[src/rtl/fft_bfly_s2_pkg.sv]
// Shared constants and helpers for the stage-2 radix-2 butterfly.
// W is the sample width, TF the twiddle fraction bits (1.0 == 2**TF).
package fft_bfly_s2_pkg;

    localparam int W   = 16;
    localparam int TF  = W - 2;
    localparam int RND = 1 << (TF - 1);

    localparam logic signed [W+1:0] SAT_HI = (W+2)'((2 ** (W - 1)) - 1);
    localparam logic signed [W+1:0] SAT_LO = ~SAT_HI;

    // Clamp a (W+2)-bit signed value into the W-bit signed range.
    function automatic logic signed [W-1:0] sat(input logic signed [W+1:0] v);
        logic signed [W-1:0] r;
        if (v > SAT_HI) begin
            r = SAT_HI[W-1:0];
        end else if (v < SAT_LO) begin
            r = SAT_LO[W-1:0];
        end else begin
            r = v[W-1:0];
        end
        return r;
    endfunction

endpackage

[src/rtl/fft_twiddle_rom.sv]
// Twiddle ROM: W_N^k = cos(2*pi*k/N) - j*sin(2*pi*k/N) in Q(TF),
// rounded to nearest. The table is built at elaboration and read
// through a registered output.
module fft_twiddle_rom
    import fft_bfly_s2_pkg::*;
#(
    parameter int N = 8
) (
    input  logic                   clk,
    input  logic                   rst,
    input  logic [$clog2(N)-2:0]   k,
    output logic signed [W-1:0]    wr,
    output logic signed [W-1:0]    wi
);

    localparam real PI  = 3.14159265358979323846;
    localparam real ONE = real'(1 << TF);

    // Packs N/2 rounded twiddle parts; imag selects -sin instead of cos.
    function automatic logic [N/2*W-1:0] build_tab(input bit imag);
        logic [N/2*W-1:0] t;
        real ang;
        real v;
        int  q;
        t = '0;
        for (int i = 0; i < N / 2; i++) begin
            ang = 2.0 * PI * real'(i) / real'(N);
            v   = imag ? -$sin(ang) : $cos(ang);
            q   = $rtoi($floor(v * ONE + 0.5));
            t[i*W +: W] = q[W-1:0];
        end
        return t;
    endfunction

    localparam logic [N/2*W-1:0] TAB_RE = build_tab(1'b0);
    localparam logic [N/2*W-1:0] TAB_IM = build_tab(1'b1);

    // Registered lookup so the twiddle lines up with the P1 data registers.
    always_ff @(posedge clk or posedge rst) begin
        if (rst) begin
            wr <= '0;
            wi <= '0;
        end else begin
            wr <= TAB_RE[k*W +: W];
            wi <= TAB_IM[k*W +: W];
        end
    end

endmodule

[src/rtl/fft_bfly_s2.sv]
// Stage-2 radix-2 butterfly with twiddle multiply, 4-stage pipeline:
// P1 input/twiddle registers, P2 products, P3 rounded twiddle product,
// P4 sum/difference with saturation.
// Optional build macro: FFT_BFLY_SCALE_EN halves (floor) both outputs
// before saturation so cascaded stages cannot overflow.
module fft_bfly_s2
    import fft_bfly_s2_pkg::*;
#(
    parameter int N = 8
) (
    input  logic                   clk,
    input  logic                   rst,
    input  logic                   s1_en,
    input  logic [$clog2(N)-2:0]   idx,
    input  logic signed [W-1:0]    ar,
    input  logic signed [W-1:0]    ai,
    input  logic signed [W-1:0]    br,
    input  logic signed [W-1:0]    bi,
    output logic                   s2_en,
    output logic [$clog2(N)-2:0]   idx_o,
    output logic signed [W-1:0]    y0r,
    output logic signed [W-1:0]    y0i,
    output logic signed [W-1:0]    y1r,
    output logic signed [W-1:0]    y1i
);

    logic [3:0] en_sr;

    logic signed [W-1:0] a1r, a1i, b1r, b1i;
    logic signed [W-1:0] wr, wi;
    logic signed [W-1:0] a2r, a2i;
    logic signed [2*W-1:0] p_rr, p_ii, p_ri, p_ir;
    logic signed [W-1:0] a3r, a3i;
    logic signed [W:0] tr, ti;

    logic signed [W:0]   tr_n, ti_n;
    logic signed [W+1:0] s0r, s0i, s1r, s1i;
    logic signed [W-1:0] y0r_n, y0i_n, y1r_n, y1i_n;

    fft_twiddle_rom #(.N(N)) u_rom (
        .clk (clk),
        .rst (rst),
        .k   (idx),
        .wr  (wr),
        .wi  (wi)
    );

    // Enable shift register: a pair's valid bit travels alongside its data.
    always_ff @(posedge clk or posedge rst) begin
        if (rst) begin
            en_sr <= '0;
        end else begin
            en_sr <= {en_sr[2:0], s1_en};
        end
    end

    assign s2_en = en_sr[3];

    // Output pair counter, advancing once per emitted pair and wrapping at N/2.
    always_ff @(posedge clk or posedge rst) begin
        if (rst) begin
            idx_o <= '0;
        end else if (s2_en) begin
            idx_o <= idx_o + 1'b1;
        end
    end

    // Rounded, rescaled complex product b*W, held at W+1 bits.
    always_comb begin
        tr_n = (W+1)'(((2*W+1)'(p_rr) - (2*W+1)'(p_ii) + (2*W+1)'(RND)) >>> TF);
        ti_n = (W+1)'(((2*W+1)'(p_ri) + (2*W+1)'(p_ir) + (2*W+1)'(RND)) >>> TF);
    end

    // Butterfly sum/difference at W+2 bits followed by width reduction.
    always_comb begin
        s0r = (W+2)'(a3r) + (W+2)'(tr);
        s0i = (W+2)'(a3i) + (W+2)'(ti);
        s1r = (W+2)'(a3r) - (W+2)'(tr);
        s1i = (W+2)'(a3i) - (W+2)'(ti);
`ifdef FFT_BFLY_SCALE_EN
        y0r_n = sat(s0r >>> 1);
        y0i_n = sat(s0i >>> 1);
        y1r_n = sat(s1r >>> 1);
        y1i_n = sat(s1i >>> 1);
`else
        y0r_n = sat(s0r);
        y0i_n = sat(s0i);
        y1r_n = sat(s1r);
        y1i_n = sat(s1i);
`endif
    end

    // Data pipeline advances every cycle; bubbles simply carry don't-care data.
    always_ff @(posedge clk or posedge rst) begin
        if (rst) begin
            a1r  <= '0;
            a1i  <= '0;
            b1r  <= '0;
            b1i  <= '0;
            a2r  <= '0;
            a2i  <= '0;
            p_rr <= '0;
            p_ii <= '0;
            p_ri <= '0;
            p_ir <= '0;
            a3r  <= '0;
            a3i  <= '0;
            tr   <= '0;
            ti   <= '0;
            y0r  <= '0;
            y0i  <= '0;
            y1r  <= '0;
            y1i  <= '0;
        end else begin
            a1r  <= ar;
            a1i  <= ai;
            b1r  <= br;
            b1i  <= bi;
            a2r  <= a1r;
            a2i  <= a1i;
            p_rr <= b1r * wr;
            p_ii <= b1i * wi;
            p_ri <= b1r * wi;
            p_ir <= b1i * wr;
            a3r  <= a2r;
            a3i  <= a2i;
            tr   <= tr_n;
            ti   <= ti_n;
            y0r  <= y0r_n;
            y0i  <= y0i_n;
            y1r  <= y1r_n;
            y1i  <= y1i_n;
        end
    end

endmodule

[config.mk]
export PLATFORM = sky130hd
export DESIGN_NAME = fft_bfly_s2
export DESIGN_NICKNAME = d
export VERILOG_FILES = /design/src/rtl/fft_bfly_s2_pkg.sv /design/src/rtl/fft_twiddle_rom.sv /design/src/rtl/fft_bfly_s2.sv
export SDC_FILE = /design/constraint.sdc
export NUM_CORES = 2
export LEC_CHECK = 0
export ABC_CLOCK_PERIOD_IN_PS = 11200
export CORE_ASPECT_RATIO = 0.75
export CORE_MARGIN = 2
export CORE_UTILIZATION = 55
export CTS_CLUSTER_SIZE = 20
export DETAILED_ROUTE_END_ITERATION = 7
export GPL_TIMING_DRIVEN = 0
export PLACE_DENSITY_LB_ADDON = 0.1
export SLEW_MARGIN = 10
export SYNTH_ARGS = -nofsm -noshare
export SYNTH_HDL_FRONTEND = slang
export SYNTH_SLANG_ARGS = --single-unit
[constraint.sdc]
create_clock -name clk -period 11.2 [get_ports clk]
set_input_delay 2.24 -clock clk [delete_from_list [all_inputs] [get_ports clk]]
set_output_delay 2.24 -clock clk [all_outputs]
set_load 0.02 [all_outputs]
==> run summary <==
Status - completed
CTS tree - yes
Post-synth cell types - 74
Placed cell areas - 0.04820 mm^2
Vias post-DR - 29600
Tot Pwr - 0.01437 W
Max_cap viols - 0
Mapped cell area - 0.04530 mm^2
Peak VDD IR - 0.0002071 V
Setup TNS - 0 ps
Crit path kind - flop to flop
Cells after synthesis - 4397
Post-CTS Hold Fix Bufs - 0
Via-per-instance ratio - 5.209
Crit share post-route - 0.7614
Slew @ Worst Pin - 1284 ps
Clock skew - 29.71 ps
Core Box Area - 0.08186 mm^2
Antenna cells - 0
Worst-skew pair later-pin latency - 600 ps
Starting Density - 0.5533
Share of the synthesized area in the top cell type - 0.3297
Tmin final - 8528 ps
Post-Syn Nets - 5845
Largest net degree at the start of global routing - 40
Critical Path AT - 8990 ps
Longest Clk Path Bufs - 3
Initial DRC count - 1961
Worst hold slack - 345.4 ps
Final cell utilization of the core - 0.6059
Vias in the first global route - 30010
CTS buffer count - 40
Asr flop ratio synth - 1.000
Design area - 0.04961 mm^2
Yosys reg bits - 359
Die Area - 0.08470 mm^2
Total wire length - 103900 um
Remaining global-route overflow - 0
Largest cells by area after synthesis - fa_1 33%, dfrtp_1 20%, ha_1 17%, inv_1 9.2%, xnor2_1 3.8%
Synth area leader - fa_1
Layout area overhead - 9.504%
Routability cong. - 0.9742
# rows - 91
Synth Flop Type - dfrtp_1
Initial antenna violation count - 2
Highest clock rate - 117.3 MHz
Worst EP required - 11670 ps
Layout cells sized above 1 - 0.02384
Cell leakage power - 25.88 nW
Top-count cell post-synth - inv_1
Final #Nets - 6032
Routed len/inst - 18.29 um
Pre-antenna DRT Iters - 5
HPWL after detailed placement - 88620 um
Total track usage - 0.2617
Final hold viol count - 0
Die H - 252.5 um
Synthesized area per cell - 10.30 um^2
Register area share after synthesis - 0.1983
PwrDens - 289.6 mW/mm^2
Width of the die - 335.4 um
Hold Path Class - flop to flop
Slew Viols, Final - 0
Post-synth EDFFs - 0
Post-DRT Antenna Nets - 0
Crit-path max FO - 10
Root Buffer - clkbuf_16
Yosys warns - 0
Setup bufs post-CTS - 0
Clock sinks - 359
RSZ-0062 raised after global routing - no
CP Capture Type - flop
Setup-failing EPs final - 0
I/O Buffers - 135
CP startpoint kind - flop
H-tree Lvls - 2
CTS clk-pin slew, worst paths - 60 ps
Rel. slew slack - 0.1443
Post-route DRC - 0
Io pins - 136
Most common library cells after synthesis - 1114 x inv_1, 746 x fa_1, 633 x ha_1
First-pass GRT wire length - 169600 um
Post-CTS resize count - 0
state kept, by name (all words and copies together) (netlist names), 17 cells and up:
signal	flops
p_ii	30
p_rr	30
p_ir	31
ti	17
p_ri	31
tr	17
kinds of logic (layout without fill, tap and decap cells):
| group | Yosys count | count (layout) | synth area share |
|---|---|---|---|
| adders and majority gates | 1379 | 1379 | 0.5045 |
| buffers and inverters | 1184 | 1401 | 0.09858 |
| and+or+nand+nor | 660 | 660 | 0.06966 |
| AOI/OAI and AO/OA | 553 | 553 | 0.07808 |
| DFF | 359 | 359 | 0.1983 |
| xor gates and xnor gates | 252 | 252 | 0.04889 |
| muxes | 8 | 8 | 0.001795 |
| other | 2 | 2 | 0.0001658 |
worst paths after layout:
| kind | slack, ps | start | depth (start not counted) | end |
|---|---|---|---|---|
| setup / recovery | 2670 | u_rom.wi[12] | 24 | p_ii[30] |
| setup reg to reg | 2670 | u_rom.wi[12] | 24 | p_ii[30] |
| max in group asynchronous | 8000 | rst | 6 | y1r[1] |
| min in group asynchronous | 1930 | rst | 2 | a1i[10] |
| hold / removal | 350 | a1r[11] | 0 | a2r[11] |
| hold reg to reg | 350 | a1r[11] | 0 | a2r[11] |
stage by stage:
stage | cells | setup WS, ps
final | 5683 | 2673
after global routing | 5683 | 2301
after CTS | 5683 | 2836
after detailed placement | 5611 | 2866
after global placement | 5601 | 1588
after floorplan | 4397 | 4148
layout by cell type (no fill, tap or decap), types with 6 or more instances in the layout:
master,count
and2_1,87
o21ai_0,114
nand2b_1,36
nor2b_1,32
xor2_1,57
a21o_1,73
and3_1,17
or3_1,12
nand4_1,10
buf_2,10
fa_1,746
ha_1,633
nor3_1,40
o21a_1,26
xnor2_1,194
a31oi_1,11
o31a_1,7
nor4_1,7
a211oi_1,17
mux2i_1,7
nand2_1,172
clkbuf_1,61
clkbuf_16,42
inv_1,1113
o22ai_1,6
o21bai_1,27
o21ai_1,17
nor2_1,188
clkinv_2,8
nor3b_1,7
dfrtp_1,359
o31ai_1,10
a21oi_1,167
bufinv_16,6
nand3_1,38
buf_12,10
clkdlybuf4s50_1,135
o211ai_1,11
worst max-delay path, cell delays in order (launching register included):
cell and delay [ps]:
dfrtp_1 680, clkbuf_1 830, nand2_1 230, inv_1 560, fa_1 560, fa_1 550, ha_1 140, inv_1 50
fa_1 470, inv_1 50, fa_1 530, inv_1 50, fa_1 470, inv_1 40, ha_1 210, or2_2 300
nor4_1 370, o31ai_1 220, a21oi_1 420, nand3b_1 220, a21oi_1 150, o41ai_1 750, o311a_1 330, a21oi_1 100
xnor2_1 130
per-layer routing:
layer / vias to the layer above / track usage / wire length (um)
met5: - / 0 / 0
met4: 0 / 0.03037 / 955
met3: 68 / 0.07197 / 9310
met2: 796 / 0.3409 / 39580
met1: 14750 / 0.4359 / 54100
li1: 13990 / - / -
area by class of cell:
class,count,area [um^2]
Clock buffer,51,1125
Inverter,1114,4185
Fill cell,7001,32260
Clock inverter,21,285.3
Timing Repair Buffer,145,1551
Buffer,70,286.5
Sequential cell,359,8984
Multi-Input combinational cell,2854,31850
Tap cell,1069,1338
where the power goes:
group          switching (W)  internal (W)
clock network       0.000578      0.000852
registers           0.000191       0.00188
logic                0.00627       0.00460
total                0.00704       0.00733
(Power assumes the default switching activity.)
